$ cat config.mk
export PLATFORM = sky130hd
export DESIGN_NAME = gb_cpu_fetch
export DESIGN_NICKNAME = d
export VERILOG_FILES = /design/src/rtl/gb_cpu_fetch.sv
export SDC_FILE = /design/constraint.sdc
export NUM_CORES = 1
export LEC_CHECK = 0
export BUFFER_PORTS_ARGS = -buffer_cell sky130_fd_sc_hd__buf_2
export CAP_MARGIN = 20
export CELL_PAD_IN_SITES_DETAIL_PLACEMENT = 1
export CELL_PAD_IN_SITES_GLOBAL_PLACEMENT = 1
export CORE_MARGIN = 2
export CORE_UTILIZATION = 35
export CTS_CLUSTER_SIZE = 30
export DETAILED_ROUTE_END_ITERATION = 8
export PLACE_DENSITY_LB_ADDON = 0.1
export SYNTH_ARGS = -nofsm -noshare
export SYNTH_HDL_FRONTEND = slang
export SYNTH_SLANG_ARGS = --single-unit
$ cat constraint.sdc
create_clock -name clk -period 3.7 [get_ports clk]
set_input_delay 0 -clock clk [delete_from_list [all_inputs] [get_ports clk]]
set_output_delay 0 -clock clk [all_outputs]
set_load 0.005 [all_outputs]
$ cat src/rtl/gb_cpu_fetch.sv
`default_nettype none
// ============================================================================
// Module   : gb_cpu_fetch
// Brief    : Game Boy CPU opcode fetch stage. Owns the program counter, reads
//            opcode bytes, folds a 0xCB prefix into a second fetch and hands
//            {opcode, cb_prefix} to the sequencer over a valid/ready handshake.
// Revision : 1.0 - initial release
// ============================================================================
module gb_cpu_fetch #(
  parameter logic [15:0] RESET_PC = 16'h0000
) (
  input  logic        clk,
  input  logic        rst_n,
  output logic [15:0] mem_addr,
  output logic        mem_rd,
  input  logic [7:0]  mem_rdata,
  input  logic        mem_ready,
  output logic [7:0]  ir_opcode,
  output logic        ir_cb_prefix,
  output logic        ir_valid,
  input  logic        ir_ready,
  input  logic        pc_inc,
  input  logic        pc_load,
  input  logic [15:0] pc_load_val,
  input  logic        fetch_next,
  output logic [15:0] pc
);

  localparam logic [7:0] c_CB_PREFIX = 8'hCB;

  typedef enum logic [2:0] {
    S_IDLE     = 3'd0,
    S_FETCH    = 3'd1,
    S_CB_FETCH = 3'd2,
    S_VALID    = 3'd3,
    S_EXEC     = 3'd4
  } state_t;

  state_t      r_state;
  state_t      w_state_nxt;
  logic [15:0] w_pc_nxt;
  logic [7:0]  w_opcode_nxt;
  logic        w_cb_nxt;
  logic        w_valid_nxt;

  // Bus request is purely a function of state; address is always the PC.
  assign mem_rd   = (r_state == S_FETCH) || (r_state == S_CB_FETCH);
  assign mem_addr = pc;

  // Next-state and datapath updates; a PC redirect overrides everything else.
  always_comb begin
    w_state_nxt  = r_state;
    w_pc_nxt     = pc;
    w_opcode_nxt = ir_opcode;
    w_cb_nxt     = ir_cb_prefix;
    w_valid_nxt  = ir_valid;
    case (r_state)
      S_IDLE: w_state_nxt = S_FETCH;
      S_FETCH: begin
        if (mem_ready) begin
          w_pc_nxt = pc + 16'd1;
          if (mem_rdata == c_CB_PREFIX) begin
            w_state_nxt = S_CB_FETCH;
          end else begin
            w_opcode_nxt = mem_rdata;
            w_cb_nxt     = 1'b0;
            w_valid_nxt  = 1'b1;
            w_state_nxt  = S_VALID;
          end
        end
      end
      S_CB_FETCH: begin
        // A second CB byte here is a real CB-page opcode, not another prefix.
        if (mem_ready) begin
          w_pc_nxt     = pc + 16'd1;
          w_opcode_nxt = mem_rdata;
          w_cb_nxt     = 1'b1;
          w_valid_nxt  = 1'b1;
          w_state_nxt  = S_VALID;
        end
      end
      S_VALID: begin
        if (ir_ready) begin
          w_valid_nxt = 1'b0;
          w_state_nxt = S_EXEC;
        end
      end
      S_EXEC: begin
        if (pc_inc)     w_pc_nxt    = pc + 16'd1;
        if (fetch_next) w_state_nxt = S_FETCH;
      end
      default: w_state_nxt = S_IDLE;
    endcase

    // Redirect: drop any byte returned this cycle and refetch from the target.
    if (pc_load && (r_state != S_IDLE)) begin
      w_pc_nxt     = pc_load_val;
      w_opcode_nxt = ir_opcode;
      w_cb_nxt     = ir_cb_prefix;
      w_valid_nxt  = 1'b0;
      w_state_nxt  = S_FETCH;
    end
  end

  // State, PC and instruction register; async reset aborts any fetch in flight.
  always_ff @(posedge clk or negedge rst_n) begin
    if (!rst_n) begin
      r_state      <= S_IDLE;
      pc           <= RESET_PC;
      ir_opcode    <= 8'h00;
      ir_cb_prefix <= 1'b0;
      ir_valid     <= 1'b0;
    end else begin
      r_state      <= w_state_nxt;
      pc           <= w_pc_nxt;
      ir_opcode    <= w_opcode_nxt;
      ir_cb_prefix <= w_cb_nxt;
      ir_valid     <= w_valid_nxt;
    end
  end

endmodule
`default_nettype wire

### Word level (Yosys, flattened, before mapping)

Index checks and enable logic that the tools add are counted.

| word-level totals | value |
|---|---|
| register bits after elaboration | 29 |
| bits in latches | 0 |
| RAM bits | 0 |
| ROM bits | 0 |
| bits of input ports | 31 |
| output and inout port bits | 43 |
| logic and storage cells | 58 |
| memories | 0 |

| operators by class | value |
|---|---|
| add/sub/neg operators | 1 |
| multiply operators | 0 |
| div/mod/pow operators | 0 |
| magnitude comparators | 0 |
| equal/unequal tests | 15 |
| shifts and indexed selects | 0 |
| muxes and demuxes | 24 |
| bitwise logic cells | 1 |
| reductions and logical operators | 12 |

Operators with widths:

| kind | number |
|---|---|
| 16-bit two-way mux | 3 |
| 16-bit case mux with 2 select lines | 1 |
| 8-bit two-way mux | 3 |
| 16-bit by 1-bit adder with 16-bit output (second input constant) | 1 |
| 8-bit case mux with 2 select lines | 1 |
| 3-bit two-way mux | 5 |
| 3-bit case mux with 5 select lines | 1 |
| 5-bit AND reduction | 2 |
| 3-bit by 2-bit inequality test with 1-bit output (second input constant) | 3 |
| 3-bit inequality test (second input constant) | 3 |
| 8-bit == test (second input constant) | 1 |
| 1-bit two-way mux | 8 |
| 3-bit by 2-bit == test with 1-bit output (second input constant) | 2 |
| 2-bit inequality test (second input constant) | 3 |
| 3-bit nonzero test | 2 |
| 4-bit AND reduction | 1 |
| 4-bit nonzero test | 1 |
| 3-bit by 1-bit == test with 1-bit output (second input constant) | 1 |
| 3-bit == test (second input constant) | 1 |
| 3-bit zero test | 1 |
| 3-bit by 1-bit inequality test with 1-bit output (second input constant) | 1 |
| 1-bit case mux with 3 select lines | 1 |
| 3-bit AND reduction | 1 |
| 1-bit case mux with 2 select lines | 1 |
| 5 further kinds | 5 |

### Logic depth before layout (Yosys ltp)

Gate-level depths: netlist of the first run.

| logic depth | value |
|---|---|
| word-level depth | 5 |
| mapped depth | 7 |

### Worst setup path before layout of the first run

Ideal clock, no wire load.

| timing | value |
|---|---|
| path kind | register -> register |
| from | register r_state[1] |
| to | register ir_opcode[0] |
| setup time | 125 ps |
| arrival | 1615 ps |
| setup slack | 1961 ps |
| stages on the path, launching flop included | 6 |
| cell sequence | dfrtp_1 > buf_6 > o31ai_4 > nand3_2 > a21oi_4 > mux2_2 |

| on the way | value |
|---|---|
| cells in the longest elaborated chain, start to end | 4 |

Ends and longest elaborated chain:

| what | line | text |
|---|---|---|
| start, declared | 39 | `state_t r_state;` |
| start signal, assigned | 114 | `r_state <= w_state_nxt;` |
| branches (longest 4 deep; another with 5-bit AND reduction) | n/a |  |
| end signal, assigned | 116 | `ir_opcode <= w_opcode_nxt;` |
| end, declared | 18 | `output logic [7:0] ir_opcode,` |

Several ways; the timed one is not identified.
A chain may end at the register's enable or synchronous reset.

### Final worst setup path of the first run

| timing | value |
|---|---|
| from | register r_state[0] |
| to | register pc[9] (netlist: mem_addr[9]) |

| on the way | value |
|---|---|
| cells in the longest elaborated chain, start to end | 4 |

Ends and longest elaborated chain:

| what | line | text |
|---|---|---|
| 3-bit by 1-bit == test with 1-bit output (tied with other cells) | 57 | `case (r_state)` |
| 2-bit OR reduction (no line) or 1-bit logical AND (tied branches) | n/a |  |
| 3-bit by 1-bit inequality test with 1-bit output (no line) (tied with other cells) | n/a |  |
| 3-bit AND reduction (no line) or 16-bit two-way mux (tied branches) | n/a |  |
| end signal, assigned | 115 | `pc <= w_pc_nxt;` |
| end, declared | 26 | `output logic [15:0] pc` |

Several ways; a longest one is shown, not always the timed one.

==> results_dict.tcl, run 1 <==
set metrics [dict create \
    antenna_cells 0 \
    die_w_um 76.39 \
    ant_nets 0 \
    cts_resized 0 \
    rr_worst_depth 5 \
    cts.sinks 29 \
    critPathCaptureType "flip-flop" \
    fillerInstances 629 \
    cts_htree_levels 2 \
    clockRootBuffer "clkbuf_8" \
    cts_buffer_depth 2 \
    grt_pass1_wl_um 8687 \
    port_buffers 73 \
    path_clk_slew_ps 70 \
    post_synth_num_cell_types 44 \
    postCtsSetupRepairBufs 0 \
    slew_headroom_pct 50.30 \
    path_depth 5 \
    drcViolationCount 0 \
    crit_top_cell "nor2_1" \
    pin_count 74 \
    grt_pass1_vias 1723 \
    start_util_pct 36.14 \
    syn-cell-area_um2 1834 \
    grt_setup_unrepaired "false" \
    crit_chain "nor2_1, a21o_1, a221oi_4, nor2_1, o2bb2a_1" \
    gp_congestion 0.7361 \
    fin_cells 340 \
    worstHoldPathType "in -> reg" \
    die_y_um 76.39 \
    fin_area_um2 2313 \
    dieArea_um2 5835 \
    worstPathMaxFanout 18 \
    clock_latency_ps 290 \
    period_minus_slack_ps 2218 \
    drt_iter0_drc 57 \
    ys_async_sr_fraction_pct 100.0 \
    syn_area_per_cell_um2 8.991 \
    yosysSeqAreaShare_pct 39.56 \
    cap_violations 0 \
    finalCritPeriodShare_pct 59.94 \
    start_kind "flip-flop" \
    core-area_um2 5075 \
    placed_cell_area_um2 2107 \
    finClkSkew_ps 2.187 \
    cp.arrival_ps 2390 \
    wl_um 5168 \
    tightest_slew_ps 745.5 \
    finalHoldViolations 0 \
    crit_type "reg -> reg" \
    fin_nets 301 \
    crit_slowest_cell "dfrtp_1" \
    crit_family "compound AO/OA/AOI/OAI gates" \
    grt_max_degree 30 \
    yosysWarnings 0 \
    overflow 0 \
    syn-instance-count 204 \
    finalSetupViolations 0 \
    antenna_found_initial 0 \
    drtPass1Iterations 4 \
    drive_gt1_share_pct 35.56 \
    leakage_nw 1.039 \
    cpPeakStageDelay_ps 680 \
    status "finished, final reports clean" \
    wl_per_cell_um 15.20 \
    finalSetupTns_ps 0 \
    synth_seq_cells 29 \
    synth_edf_count 0 \
    ir_drop_mv 0.2626 \
    dp_hpwl_um 3416 \
    grt.total_usage_pct 18.51 \
    post-place-cells 320 \
    synth_flop_cell "dfrtp_1" \
    area_delta_synth_final_pct 26.13 \
    cts_tree "built" \
    critPathRequiredTime_ps 3870 \
    worstPathBufferInverterCount 0 \
    vias 1739 \
    whs_path_depth 3 \
    syn-num-nets 236 \
    drv_slew 0 \
    cts_buffers 5 \
    fmax_mhz 450.9 \
    p_per_area_nw_per_um2 473.3 \
    placementRows 26 \
    via_per_inst 5.115 \
]
[per-layer routing]
| layer | up-vias | share of wire, % | global-route usage, % |
|---|---|---|---|
| li1 | 854 | - | - |
| met1 | 833 | 47 | 23.14 |
| met2 | 44 | 48 | 31.68 |
| met3 | 8 | 4.4 | 4.502 |
| met4 | 0 | 1.1 | 5.455 |
| met5 | - | 0 | 0 |
[sequential cells by signal, indices dropped and copies added, names as in the netlist]
name          flops
ir_cb_prefix      1
r_state           3
ir_opcode         8
mem_addr         16
ir_valid          1
[placed cells by master, fill, tap and decap left out, types with 2 or more instances in the layout]
cell type and n:
a21oi_1 23, a2bb2oi_1 4, a31oi_1 7, and3_1 6
buf_2 73, clkbuf_8 5, clkinv_2 2, dfrtp_1 29
dlygate4sd3_1 12, mux2_2 8, nand2_1 16, nand2b_1 3
nand3_1 5, nand3b_1 2, nand4_1 2, nor2_1 23
nor2b_1 2, nor3_1 2, o21a_1 2, o21ai_0 10
o22a_1 3, o22ai_1 7, o31ai_1 2
[through the flow]
stage               hold WS (ps)  setup WS [ps]  utilization (%)  power (mW)
floorplan                 -295.6           1961                -      0.7087
global placement           86.61           1549            41.52      0.8247
detailed placement         84.87           1478            41.52      0.8306
CTS                       0.5385           1493            45.59       1.111
global route               29.99           1303            45.59       1.179
finish                     8.037           1482            45.59       1.095
[cell type report]
cell class	instances	area, µm²	area share (%)
inverter	1	3.754	0.1622
tap	70	87.58	3.786
multi-input combinational	146	917.1	39.64
clock inverter	3	17.52	0.7572
sequential	29	725.7	31.37
clock buffer	5	68.82	2.975
timing repair buffer	86	493.0	21.31
[cells in the mapped netlist (2+ instances only)]
cell | count | share of area [%]
nor2_1 | 23 | 4.7
nand2b_1 | 3 | 1.0
nand2_1 | 16 | 3.3
o21ai_0 | 10 | 2.7
o21a_1 | 2 | 0.82
o22ai_1 | 7 | 2.4
buf_4 | 19 | 7.8
and3_1 | 6 | 2.0
dfrtp_1 | 29 | 40
nand3_1 | 5 | 1.4
nand4_1 | 2 | 0.68
nor2b_1 | 2 | 0.68
nor3_1 | 2 | 0.55
o31ai_1 | 2 | 0.82
a2bb2oi_1 | 4 | 1.9
a31oi_1 | 7 | 2.4
a21oi_1 | 23 | 6.3
clkbuf_1 | 4 | 0.82
nand3b_1 | 2 | 0.82
mux2_2 | 8 | 4.9
buf_2 | 3 | 0.82
o22a_1 | 3 | 1.4
[path summary, 6_finish.rpt]
path                                start            to  slack (ps)
min in group asynchronous           rst_n   mem_addr[2]         280
setup reg to reg               r_state[0]   mem_addr[9]        1480
setup / recovery               r_state[0]   mem_addr[9]        1480
hold / removal             pc_load_val[6]   mem_addr[6]           8
max in group asynchronous           rst_n  ir_opcode[0]        2970
hold reg to reg              ir_opcode[4]  ir_opcode[4]         510
[power breakdown]
part | switching, mW | internal [mW] | total (mW)
clock | 0.134 | 0.130 | 0.263
combinational | 0.164 | 0.186 | 0.350
sequential | 0.0933 | 0.388 | 0.481
[worst register-to-register path: cells and delay by family, from the launching register on]
| family | cells | cell delay [ps] |
|---|---|---|
| compound gates | 3 | 1190 |
| flops | 1 | 680 |
| simple gates | 2 | 230 |
[cell families (layout without fill, tap and decap cells)]
logic type,Yosys count,in the layout,synth area share [%]
compound gates,68,68,25.44
simple gates,67,67,17.94
flops,29,29,39.56
buf+inv,29,95,10.44
mux,9,9,5.457
fa+ha+maj,1,1,0.6820
xor+xnor,1,1,0.4776
[repair_timing]
action                     in CTS  in global routing
setup endpoints to repair       0                  0
hold endpoints to repair       40                  0
hold buffers                   12                  0
Note: power is estimated with default switching activity, not from simulation.
==> run 2, diff against run 1 <==
Clock period 3.7 ns to 2.2 ns, I/O delays scaled along.
==> run 2 against run 1 <==
  * Fmax is 14% higher
  * Setup slack worse by 1200 ps
  * Critical endpoint unchanged
  * Clock power up 63%
  * First-iteration DRC count is 35% higher
  * Critical path type unchanged
  * Sequential power rose by 67%
  * Largest power group unchanged
  * Routed wire length decreased by 1.5%
  * Global-route usage is 0.23 points lower
  * Hold slack improved by 1.5 ps
==> results_dict.tcl, run 2 (synthesis gave the netlist of run 1 again) <==
set metrics [dict create \
    drive_gt1_share_pct 35.90 \
    mostFrequentLayoutCells "buf_2, dfrtp_1, nor2_1, a21oi_1, nand2_1" \
    postCtsSetupRepairBufs 0 \
    grt.total_usage_pct 18.28 \
    critPathRequiredTime_ps 2370 \
    fin_nets 304 \
    ant_nets 0 \
    path_clk_slew_ps 70 \
    vias 1765 \
    endpoint "mem_addr[9]" \
    r2r-start "r_state[0]" \
    rr_worst_depth 5 \
    gp_congestion 0.7503 \
    antenna_found_initial 0 \
    crit_type "reg -> reg" \
    slew_headroom_pct 53.34 \
    placementRows 26 \
    grt_setup_unrepaired "false" \
    finalSetupViolations 0 \
    overflow 0 \
    cpPeakStageDelay_ps 580 \
    r2r_end "mem_addr[9]" \
    fin_area_um2 2332 \
    finalCritPeriodShare_pct 88.77 \
    drt_iter0_drc 77 \
    worstPathBufferInverterCount 0 \
    drcViolationCount 0 \
    grt_max_degree 30 \
    core-area_um2 5075 \
    finClkSkew_ps 8.433 \
    fmax_mhz 512.1 \
    ir_drop_mv 0.4181 \
    placed_cell_area_um2 2130 \
    area_delta_synth_final_pct 27.15 \
    cts_buffers 5 \
    finalSetupTns_ps 0 \
    antenna_cells 0 \
    crit_chain "or2_1, o21a_1, a21oi_1, nor2_1, o2bb2a_1" \
    p_per_area_nw_per_um2 787.2 \
    clock_latency_ps 280 \
    rrSetupSlack_ps 250 \
    period_minus_slack_ps 1953 \
    pin_count 74 \
    clockRootBuffer "clkbuf_8" \
    status "finished, final reports clean" \
    via_per_inst 5.146 \
    cts.sinks 29 \
    cp.arrival_ps 2130 \
    crit_start "r_state[0]" \
    grt_pass1_wl_um 8769 \
    wl_per_cell_um 14.85 \
    dieArea_um2 5835 \
    wl_um 5093 \
    leakage_nw 1.055 \
    start_util_pct 36.14 \
    cts_tree "built" \
    crit_family "compound AO/OA/AOI/OAI gates" \
    cap_violations 0 \
    critPathCaptureType "flip-flop" \
    path_depth 5 \
    drtPass1Iterations 4 \
    drv_slew 0 \
    die_w_um 76.39 \
    largest_register_ffs 16 \
    worstPathMaxFanout 17 \
    dp_hpwl_um 3500 \
    cts_buffer_depth 2 \
    grt_pass1_vias 1717 \
    finalHoldViolations 0 \
    layout_commonest_cell "buf_2" \
    port_buffers 73 \
    crit_slowest_cell "dfrtp_1" \
    start_kind "flip-flop" \
    worstHoldPathType "in -> reg" \
    cts_htree_levels 2 \
    tightest_slew_ps 700.0 \
    die_y_um 76.39 \
]
-- run 2: cell types whose count changed in the layout (fill, tap and decap cells not counted), sizes merged --
| cell | before | now |
|---|---|---|
| buf | 74 | 77 |
| clkbuf | 5 | 6 |
| clkinvlp | 1 | 0 |
-- run 2: power breakdown --
part / switching [mW] / leakage (nW) / internal (mW)
sequential: 0.148 / 0.339 / 0.653
clock: 0.211 / 0.0450 / 0.219
combinational: 0.284 / 0.672 / 0.321
-- run 2: stage by stage --
stage	hold WS, ps	cells	power [mW]	utilization, %	worst slack [ps]
2_1_floorplan	-295.6	204	1.192	-	460.5
3_3_place_gp	87.22	323	1.394	41.96	277.1
3_5_place_dp	80.04	323	1.406	41.96	258.2
4_1_cts	1.046	343	1.857	45.96	243.7
5_1_grt	28.87	343	1.975	45.96	50.99
6_report	9.549	343	1.836	45.96	247.1
-- run 2: worst register-to-register path: stages, from the launching register on --
cell,delay (ps)
dfrtp_1,580
or2_1,380
o21a_1,370
a21oi_1,190
nor2_1,50
o2bb2a_1,290
-- run 2: final cells by class --
cell class,count,area [µm²]
clock buffers,6,72.57
clock inverters,2,10.01
fillers,637,2743
inverters,1,3.754
multi-input cells,146,917.1
flip-flops and latches,29,725.7
well taps,70,87.58
repair buffers,89,515.5
-- run 2: how the worst min path moves through the flow --
stage	from	to	depth (start not counted)
global route	pc_load_val[5]	mem_addr[5]	3
CTS	pc_load_val[5]	mem_addr[5]	3
global placement	rst_n	mem_addr[2]	1
finish	fetch_next	r_state[0]	3
floorplan	rst_n	ir_cb_prefix	0
detailed placement	rst_n	mem_addr[2]	1
-- run 2: layer usage --
metal | GRT usage [%] | wire length (µm)
met4 | 5.455 | 66
met2 | 29.56 | 2358
met5 | 0 | 0
met3 | 3.910 | 199
met1 | 24.62 | 2469
-- run 2: timing repair --
action,4_1_cts,5_1_grt
hold buffers,12,0
gates resized for setup,0,0
endpoints found under the hold margin,40,0
